### src/rtl/booth_mul_seq_pkg.sv
// Shared constants for the Booth multipliers: FSM state codes and Booth step selection.
package booth_pkg;

  localparam logic [1:0] ST_IDLE = 2'd0;
  localparam logic [1:0] ST_RUN  = 2'd1;
  localparam logic [1:0] ST_DONE = 2'd2;

  localparam logic [1:0] BOOTH_NOP = 2'd0;
  localparam logic [1:0] BOOTH_ADD = 2'd1;
  localparam logic [1:0] BOOTH_SUB = 2'd2;

  // Radix-2 recoding of the multiplier bit pair {q[i], q[i-1]}.
  function automatic logic [1:0] booth_sel(input logic [1:0] pair);
    case (pair)
      2'b01:   booth_sel = BOOTH_ADD;
      2'b10:   booth_sel = BOOTH_SUB;
      default: booth_sel = BOOTH_NOP;
    endcase
  endfunction

endpackage

### src/rtl/booth_mul_seq_if.sv
// Operand and product handshakes of the sequential Booth multiplier.
interface booth_mul_seq_if #(
  parameter int unsigned WIDTH = 16
);
  logic                 in_valid;
  logic                 in_ready;
  logic [WIDTH-1:0]     M;
  logic [WIDTH-1:0]     Q;
  logic                 out_valid;
  logic                 out_ready;
  logic [2*WIDTH-1:0]   Z;
  logic                 busy;

  modport slave (
    input  in_valid, M, Q, out_ready,
    output in_ready, out_valid, Z, busy
  );

  modport master (
    output in_valid, M, Q, out_ready,
    input  in_ready, out_valid, Z, busy
  );
endinterface

### src/rtl/booth_mul_seq_step.sv
// One combinational radix-2 Booth add/subtract followed by an arithmetic right shift.
module booth_step
  import booth_pkg::*;
#(
  parameter int unsigned WIDTH = 16
) (
  input  logic [WIDTH:0] a_i,
  input  logic [WIDTH:0] qr_i,
  input  logic [WIDTH:0] mr_i,
  output logic [WIDTH:0] a_o,
  output logic [WIDTH:0] qr_o
);

  logic [WIDTH:0] sum;

  always_comb begin
    case (booth_sel(qr_i[1:0]))
      BOOTH_ADD: sum = a_i + mr_i;
      BOOTH_SUB: sum = a_i - mr_i;
      default:   sum = a_i;
    endcase
  end

  assign a_o  = {sum[WIDTH], sum[WIDTH:1]};
  assign qr_o = {sum[0], qr_i[WIDTH:1]};

endmodule

### src/rtl/booth_mul_seq.sv
// Sequential signed radix-2 Booth multiplier: one Booth step per cycle, WIDTH steps per product.
module booth_mul_seq
  import booth_pkg::*;
#(
  parameter int unsigned WIDTH = 16
) (
  input  logic            clk,
  input  logic            rst,
  booth_mul_seq_if.slave  mul_io
);

  localparam int unsigned CntW = $clog2(WIDTH);
  localparam logic [CntW-1:0] CntLast = CntW'(WIDTH - 1);

  logic [1:0]         state_q, state_d;
  logic [WIDTH:0]     a_q, a_d;
  logic [WIDTH:0]     qr_q, qr_d;
  logic [WIDTH:0]     mr_q, mr_d;
  logic [CntW-1:0]    cnt_q, cnt_d;
  logic [2*WIDTH-1:0] z_q, z_d;
  logic [WIDTH:0]     a_step, qr_step;
  logic               accept;

  booth_step #(
    .WIDTH (WIDTH)
  ) u_step (
    .a_i  (a_q),
    .qr_i (qr_q),
    .mr_i (mr_q),
    .a_o  (a_step),
    .qr_o (qr_step)
  );

  assign mul_io.in_ready  = (state_q == ST_IDLE) || ((state_q == ST_DONE) && mul_io.out_ready);
  assign mul_io.out_valid = (state_q == ST_DONE);
  assign mul_io.busy      = (state_q == ST_RUN);
  assign mul_io.Z         = z_q;
  assign accept           = mul_io.in_valid && mul_io.in_ready;

  always_comb begin
    state_d = state_q;
    a_d     = a_q;
    qr_d    = qr_q;
    mr_d    = mr_q;
    cnt_d   = cnt_q;
    z_d     = z_q;
    case (state_q)
      ST_IDLE, ST_DONE: begin
        if (accept) begin
          a_d     = '0;
          qr_d    = {mul_io.Q, 1'b0};
          mr_d    = {mul_io.M[WIDTH-1], mul_io.M};
          cnt_d   = '0;
          state_d = ST_RUN;
        end else if (state_q == ST_DONE && mul_io.out_ready) begin
          state_d = ST_IDLE;
        end
      end
      ST_RUN: begin
        a_d   = a_step;
        qr_d  = qr_step;
        cnt_d = cnt_q + 1'b1;
        if (cnt_q == CntLast) begin
          state_d = ST_DONE;
          // Top bit of the WIDTH+1 accumulator is a pure sign copy; drop it.
          z_d     = {a_step[WIDTH-1:0], qr_step[WIDTH:1]};
        end
      end
      default: state_d = ST_IDLE;
    endcase
  end

  always_ff @(posedge clk) begin
    if (rst) begin
      state_q <= ST_IDLE;
      a_q     <= '0;
      qr_q    <= '0;
      mr_q    <= '0;
      cnt_q   <= '0;
      z_q     <= '0;
    end else begin
      state_q <= state_d;
      a_q     <= a_d;
      qr_q    <= qr_d;
      mr_q    <= mr_d;
      cnt_q   <= cnt_d;
      z_q     <= z_d;
    end
  end

endmodule

### src/flat_wrapper.sv
// flat-port wrapper written by rule: the top's interface ports become plain ports
module booth_mul_seq_flat import booth_pkg::*;
#(
  parameter int unsigned WIDTH = 16
)
  (clk, rst, mul_io_in_valid, mul_io_M, mul_io_Q, mul_io_out_ready, mul_io_in_ready, mul_io_out_valid, mul_io_Z, mul_io_busy);
  booth_mul_seq_if #(.WIDTH(WIDTH)) mul_io_i ();
  input  logic clk;
  input  logic rst;
  input wire logic [$bits(mul_io_i.in_valid)-1:0] mul_io_in_valid;
  input wire logic [$bits(mul_io_i.M)-1:0] mul_io_M;
  input wire logic [$bits(mul_io_i.Q)-1:0] mul_io_Q;
  input wire logic [$bits(mul_io_i.out_ready)-1:0] mul_io_out_ready;
  output wire logic [$bits(mul_io_i.in_ready)-1:0] mul_io_in_ready;
  output wire logic [$bits(mul_io_i.out_valid)-1:0] mul_io_out_valid;
  output wire logic [$bits(mul_io_i.Z)-1:0] mul_io_Z;
  output wire logic [$bits(mul_io_i.busy)-1:0] mul_io_busy;
  assign mul_io_i.in_valid = mul_io_in_valid;
  assign mul_io_i.M = mul_io_M;
  assign mul_io_i.Q = mul_io_Q;
  assign mul_io_i.out_ready = mul_io_out_ready;
  assign mul_io_in_ready = mul_io_i.in_ready;
  assign mul_io_out_valid = mul_io_i.out_valid;
  assign mul_io_Z = mul_io_i.Z;
  assign mul_io_busy = mul_io_i.busy;
  booth_mul_seq #(.WIDTH(WIDTH)) u_core (.clk(clk), .rst(rst), .mul_io(mul_io_i));
endmodule
### config.mk
export PLATFORM = sky130hd
export DESIGN_NAME = booth_mul_seq_flat
export DESIGN_NICKNAME = d
export VERILOG_FILES = /design/src/rtl/booth_mul_seq_pkg.sv /design/src/rtl/booth_mul_seq_if.sv /design/src/rtl/booth_mul_seq_step.sv /design/src/rtl/booth_mul_seq.sv /design/src/flat_wrapper.sv
export SDC_FILE = /design/constraint.sdc
export NUM_CORES = 1
export LEC_CHECK = 0
export BUFFER_PORTS_ARGS = -buffer_cell sky130_fd_sc_hd__buf_2
export CORE_MARGIN = 2
export CORE_UTILIZATION = 35
export CTS_CLUSTER_DIAMETER = 150
export CTS_CLUSTER_SIZE = 24
export DETAILED_ROUTE_END_ITERATION = 6
export GPL_TIMING_DRIVEN = 1
export PLACE_DENSITY = 0.64
export SETUP_SLACK_MARGIN = 0.2
export SLEW_MARGIN = 0
export SYNTH_ARGS = -nofsm -noshare
export SYNTH_HDL_FRONTEND = slang
export SYNTH_SLANG_ARGS = --single-unit
### constraint.sdc
create_clock -name clk -period 3.2 [get_ports clk]
set_input_delay 0.48 -clock clk [delete_from_list [all_inputs] [get_ports clk]]
set_output_delay 0.48 -clock clk [all_outputs]
set_load 0.1 [all_outputs]
* Word level (Yosys, flattened, before mapping)
Cells that the tools add are included.
Storage, ports and cells: RAM bits 0, latch bits 0, memories kept 0, bits in registers 88, bits in read-only memories 0, input bits 36
Cells by class: shifts and indexed selects 0, div/mod/pow operators 0, add/subtract/negate cells 3, mux-type cells 12, multiply operators 0, equal/unequal tests 10, bitwise logic cells 0, reduce and logical (&&, ||, !) cells 10, $lt $le $gt $ge 0
Operators with widths (count):
- $pmux 17 s2 | 3
- $mux 17 | 2
- $add 17x17->17 | 1
- $sub 17x17->17 | 1
- $pmux 2 s2 | 2
- $pmux 4 s2 | 1
- $reduce_and 2->1 | 4
- $eq 2x1->1 const B | 3
- $eq 2x2->1 const B | 3
- $mux 2 | 3
- $add 4x1->4 const B | 1
- $eq 4x4->1 const B | 1
- $mux 4 | 1
- $ne 2x1->1 const B | 2
- $ne 3x1->1 const B | 1
- $logic_and 1x1->1 | 2
- $logic_not 2->1 | 1
- $reduce_bool 2->1 | 1
- $reduce_or 2->1 | 1
- $logic_or 1x1->1 | 1

* Logic depth before layout (Yosys ltp)
depth after elaboration 6, mapped depth 15, mapped depth without buffers 13

* Hierarchy
From an unflattened synthesis, not the netlist that was laid out.
Unflattened totals: cells, all modules 680, area, all modules 5585.4 um^2
By module, submodules not included:
- booth_mul_seq | seq. area each 1761.7 um^2, times used 1, area each 4057.6 um^2, cells an instance 453
- booth_step | seq. area each 0.0 um^2, times used 1, area each 1527.7 um^2, cells an instance 227

* Worst setup path before layout
Ideal clock, no wire load.
path type input port to flip-flop, from input port mul_io_out_ready, to register u_core.qr_q[16], library setup time 0.091 ns, stages 7, path slack 0.072 ns, path buffers 2, arrival 3.037 ns, data required time 3.109 ns, cells stage by stage inv_1 > a21oi_1 > and2_1 > clkbuf_1 > clkbuf_1 > nand2_1 > a311oi_1
Between the ends: word-level cells in the longest chain between the ends 5
RTL lines:
- start, declared | line flat_wrapper.sv:13 | input wire logic [$bits(mul_io_i.out_ready)-1:0] mul_io_out_ready;
- $logic_and 1x1->1 | line booth_mul_seq.sv:34 | assign mul_io.in_ready = (state_q == ST_IDLE) || ((state_q == ST_DONE) && mul_io.out_ready);
- $logic_or 1x1->1 | line booth_mul_seq.sv:34
- named net mul_io_in_ready | line flat_wrapper.sv:14 | output wire logic [$bits(mul_io_i.in_ready)-1:0] mul_io_in_ready;
- $logic_and 1x1->1 | line booth_mul_seq.sv:38 | assign accept = mul_io.in_valid && mul_io.in_ready;
- $ne 2x1->1 (no source line)
- $reduce_and 2->1 (no source line)
- end signal, assigned | line booth_mul_seq.sv:84 | qr_q <= qr_d;
- end, declared | line booth_mul_seq.sv:17 | logic [WIDTH:0] qr_q, qr_d;
The timed path passes the listed nets, and every way through them passes these cells. A chain may end at the register's enable or synchronous reset.

* Final worst setup path
from register u_core.mr_q[4], to register u_core.a_q[15]
Between the ends: word-level cells in the longest chain between the ends 3
RTL lines:
- start, declared | line booth_mul_seq.sv:18 | logic [WIDTH:0] mr_q, mr_d;
- start signal, assigned | line booth_mul_seq.sv:85 | mr_q <= mr_d;
- $sub 17x17->17 or $add 17x17->17 (tied branches) | line booth_mul_seq_step.sv:19, booth_mul_seq_step.sv:18
- $pmux 17 s2 * | line booth_mul_seq_step.sv:17 | case (booth_sel(qr_i[1:0]))
- $pmux 17 s2 * | line booth_mul_seq.sv:47 | case (state_q)
- end signal, assigned | line booth_mul_seq.sv:76 | a_q <= '0;
- end signal, assigned | line booth_mul_seq.sv:83 | a_q <= a_d;
- end, declared | line booth_mul_seq.sv:16 | logic [WIDTH:0] a_q, a_d;
Mark *: on every way between the ends. The rest lies on a longest branch, timed or not.

==> summary by stage <==
Synthesis
The synthesized netlist occupies a cell area of 0.004822 mm^2. Measured against the total synthesized area, the mux share comes to 0.02361. The largest family of logic cells by synthesized area is compound AO/OA/AOI/OAI gates. Summed over all instances, the cell type with the most area after synthesis is sky130_fd_sc_hd__dfxtp_1. Synthesis produced a netlist whose cell count is around 630. Counting every net in the synthesized netlist gives 681.

Of the total synthesized cell area, the portion taken by full adders, half adders and majority gates is 0.05345. Yosys attributes the largest share of cell area to sky130_fd_sc_hd__dfxtp_1 (36%), sky130_fd_sc_hd__nand2_1 (9.4%), sky130_fd_sc_hd__a21oi_1 (7.8%). The share of synthesized flip-flops with an asynchronous set or reset is 0. The area share of the largest cell type after synthesis is 0.3612. The commonest register cell after synthesis is sky130_fd_sc_hd__dfxtp_1. A synthesized cell averages 7.715 um^2. Counting distinct cell types in the post-synthesis netlist gives 63.

For this run, the register share of the synthesized area comes to 0.3612. The fraction of synthesized cell area in xor and xnor cells is 0.03633. Counting flops with a built-in enable in the synthesized netlist gives 0. During synthesis, Yosys emitted a total of 0 warnings. By instance count, the leading cell after synthesis is sky130_fd_sc_hd__nand2_1.

The share of synthesized cell area in and, or, nand and nor gates is 0.2270. The count of state elements after synthesis is 87. The fraction of the mapped netlist area in compound gates was 0.2398. By count the netlist is led by sky130_fd_sc_hd__nand2_1 (121), sky130_fd_sc_hd__dfxtp_1 (87), sky130_fd_sc_hd__a21oi_1 (75), sky130_fd_sc_hd__nor2_1 (54), sky130_fd_sc_hd__clkbuf_1 (34).

STA
For the final routed database, the setup TNS stands at 0 ns. The minimum clock period is 3.028 ns. Dividing the final minimum period by the clock period gives 0.9462. The worst clock skew on the final layout is 0.008024 ns. Setup violations remaining at the end of the flow were counted as 0. The final hold slack is 0.3628 ns. The transition time at the pin with the least slew margin is slightly above 0.7 ns. The number of pins exceeding their max-slew limit in the final report was 0. The relative slew slack is 0.5272.

The final number of hold-violating endpoints is 0. Setup repair after global routing could not meet its margin everywhere. The maximum clock frequency is 330.3 MHz.

Drt
The detailed router placed 4810 vias in this run. The via count normalized by instance count is 5.460. The mean routed wirelength per cell is between 15 and 20 um. The final antenna-violating net count is 0. For this block, the initial DRC count from the detailed router was 396.

The routed design has about 14000 um of wire. The detailed-router iteration count before antenna repair is 6. The remaining routing DRC violations is 0.

Power and ir drop
The net switching component of the power is approximately 1.0 mW. Of the total power, registers draw 0.369. The share of total power consumed by net switching is 0.3285.

Cell internal power was estimated by the tool at 2.144 mW. The share of total power dissipated in the clock network is 0.342. The power per standard cell area is 536.6 mW/mm^2.

The total leakage power is 2.334 nW. The maximum vdd ir drop is 0.2771 mV. Of the total power, combinational logic draws 0.289.

CTS
The clock-pin slew reported for the worst setup and hold paths after clock tree synthesis is 0.06 ns. The H-tree was split into 3 levels. Buffers inserted during clock tree synthesis total 9. The later pin in the worst-skew pair is clocked with a latency of 0.34 ns. The maximum root-to-sink buffer count is 2. The TritonCTS sink count is 87.

TritonCTS built the clock tree. Buffers inserted to repair hold after CTS numbered 0. Clock tree synthesis selected as its root buffer the cell sky130_fd_sc_hd__clkbuf_16.

Layout
The number of inserted diodes is 0. The number of inserted filler cells in the final layout is 1343. After the last flow step, the layout net total stands at 756. From synthesis to final layout, the design area changed by 23.40%.

After routing the design area is ~0.0060 mm^2. Of the cells placed in the final design, the portion with a size suffix greater than 1 is 0.2426.

GRT
The global routing usage summed across all routing layers is 0.1854. The maximum number of pins on one net before global-route repair is 34. The number of antenna violations at the first check in global routing was 0. The number of global-route vias before repair is around 4500. The total overflow left after global routing is 0.

The first global-routing pass estimated 21720 um of wire.

Die
The height of the die is 121.4 um. The die is 121.4 um wide. The initial utilization of the core area, before any placement, comes to 0.3613.

The number of I/O pins is 71. The area of the die is 0.01473 mm^2. The count of standard-cell rows is 42. The total area inside the core boundary comes to 0.01335 mm^2.

Setup path
The startpoint class of the critical path is a register. The required arrival time at the worst endpoint is around 3.4 ns. The critical path goes through nor3_4, buf_6, and3_4, a21oi_1, xnor2_1, ha_4, and4b_4, a2111oi_4, and3_1, nor4_2, mux2_1.

The worst setup path is captured at a register. Counting both buffers and inverters, the worst setup path holds a total of 1. The biggest fanout along the worst timing path is 10. The kind of cell with the highest combined delay on the critical path is simple AND/OR/NAND/NOR gates.

The worst-path cell with the longest stage delay is sky130_fd_sc_hd__a2111oi_4. On the worst path, the slowest cell contributes a delay of 0.36 ns. The type of the worst setup path is reg -> reg. The arrival time at the worst endpoint is 3.25 ns.

Placement
The routability-driven placement congestion ratio is 0.9056. The HPWL after detailed placement is about 9700 um. Once placement finished, the instance area stood at 0.005404 mm^2. The count of port buffers added during placement is 70.

Run
Max-cap violations in this run came to 0.

Hold path
The worst hold path belongs to the class in -> reg.

Outcome
The run finished with clean final reports.
sequential cells by signal, summed over array words and instances, names as in the netlist:
| register | count |
|---|---|
| u_core.state_q | 2 |
| u_core.mul_io.Z | 32 |
| u_core.qr_q | 17 |
| u_core.mr_q | 16 |
| u_core.cnt_q | 4 |
| u_core.a_q | 16 |
worst min-delay path, stage by stage:
cell	delay, ns
sky130_fd_sc_hd__buf_2	0.09
sky130_fd_sc_hd__nand2_1	0.04
sky130_fd_sc_hd__a21oi_1	0.05
path summary, 6_finish.rpt:
path	startpoint	end	slack, ns	cells after the start
min reg2reg	u_core.mul_io.Z[3]	u_core.mul_io.Z[3]	0.45	2
max reg2reg	u_core.mr_q[4]	u_core.a_q[15]	0.17	11
max	u_core.mr_q[4]	u_core.a_q[15]	0.17	11
min	mul_io_M[8]	u_core.mr_q[8]	0.36	3
cells by family (layout without fill, tap and decap cells):
group           after synthesis  count (layout)
xor+xnor                     20              20
fa+ha+maj                    20              20
flops                        87              87
mux                          11              11
buf+inv                      64             144
simple gates                245             245
compound gates              178             178
per-layer routing:
layer	GRT usage	share of wire	vias to the layer above
met2	0.3192	0.50	122
li1	-	-	2366
met5	0	0	-
met3	0.03102	0.035	31
met4	0.08118	0.031	0
met1	0.2269	0.44	2291
placed cells by master, fill, tap and decap left out, drive strengths merged, types with 7 or more instances in the layout:
cell type | netlist | layout
nand2 | 121 | 121
buf | 7 | 106
dfxtp | 87 | 87
a21oi | 77 | 77
nor2 | 54 | 54
o21ai | 27 | 27
nand3 | 22 | 22
inv | 20 | 22
a311oi | 21 | 21
ha | 19 | 19
xnor2 | 18 | 18
nor3 | 14 | 14
a31oi | 11 | 11
clkbuf | 35 | 11
mux2i | 8 | 8
o211ai | 7 | 7
final cells by class:
cell class | instances | area, um^2 | share of cell area
multi-input combinational | 474 | 2959 | 0.4973
inverter | 22 | 82.58 | 0.01388
tap | 176 | 220.2 | 0.03701
clock inverter | 5 | 65.06 | 0.01093
timing repair buffer | 106 | 624.3 | 0.1049
clock buffer | 11 | 242.7 | 0.04079
sequential | 87 | 1757 | 0.2952
power by group through the flow:
stage	sequential [mW]	clock [mW]	combinational [mW]
floorplan	1.19	0	0.617
global placement	1.20	0	0.802
detailed placement	1.20	0	0.813
CTS	1.18	1.12	0.853
global route	1.18	1.16	1.01
finish	1.18	1.09	0.923
per-stage QoR:
stage | worst slack (ns) | util | instances | total power [mW]
finish | 0.1722 | 0.4458 | 881 | 3.193
global route | 0.03378 | 0.4458 | 881 | 3.348
CTS | 0.1911 | 0.4347 | 875 | 3.148
detailed placement | 0.01812 | 0.4049 | 856 | 2.013
global placement | 0.1190 | 0.4049 | 856 | 2.000
floorplan | 0.2125 | - | 625 | 1.805
repair_timing:
item                       CTS  global route
setup endpoints to repair   10            16
buffers inserted             3             6
gates resized for setup     17            25
pin swaps                    8            15
Note: power is estimated with default switching activity, not from simulation.
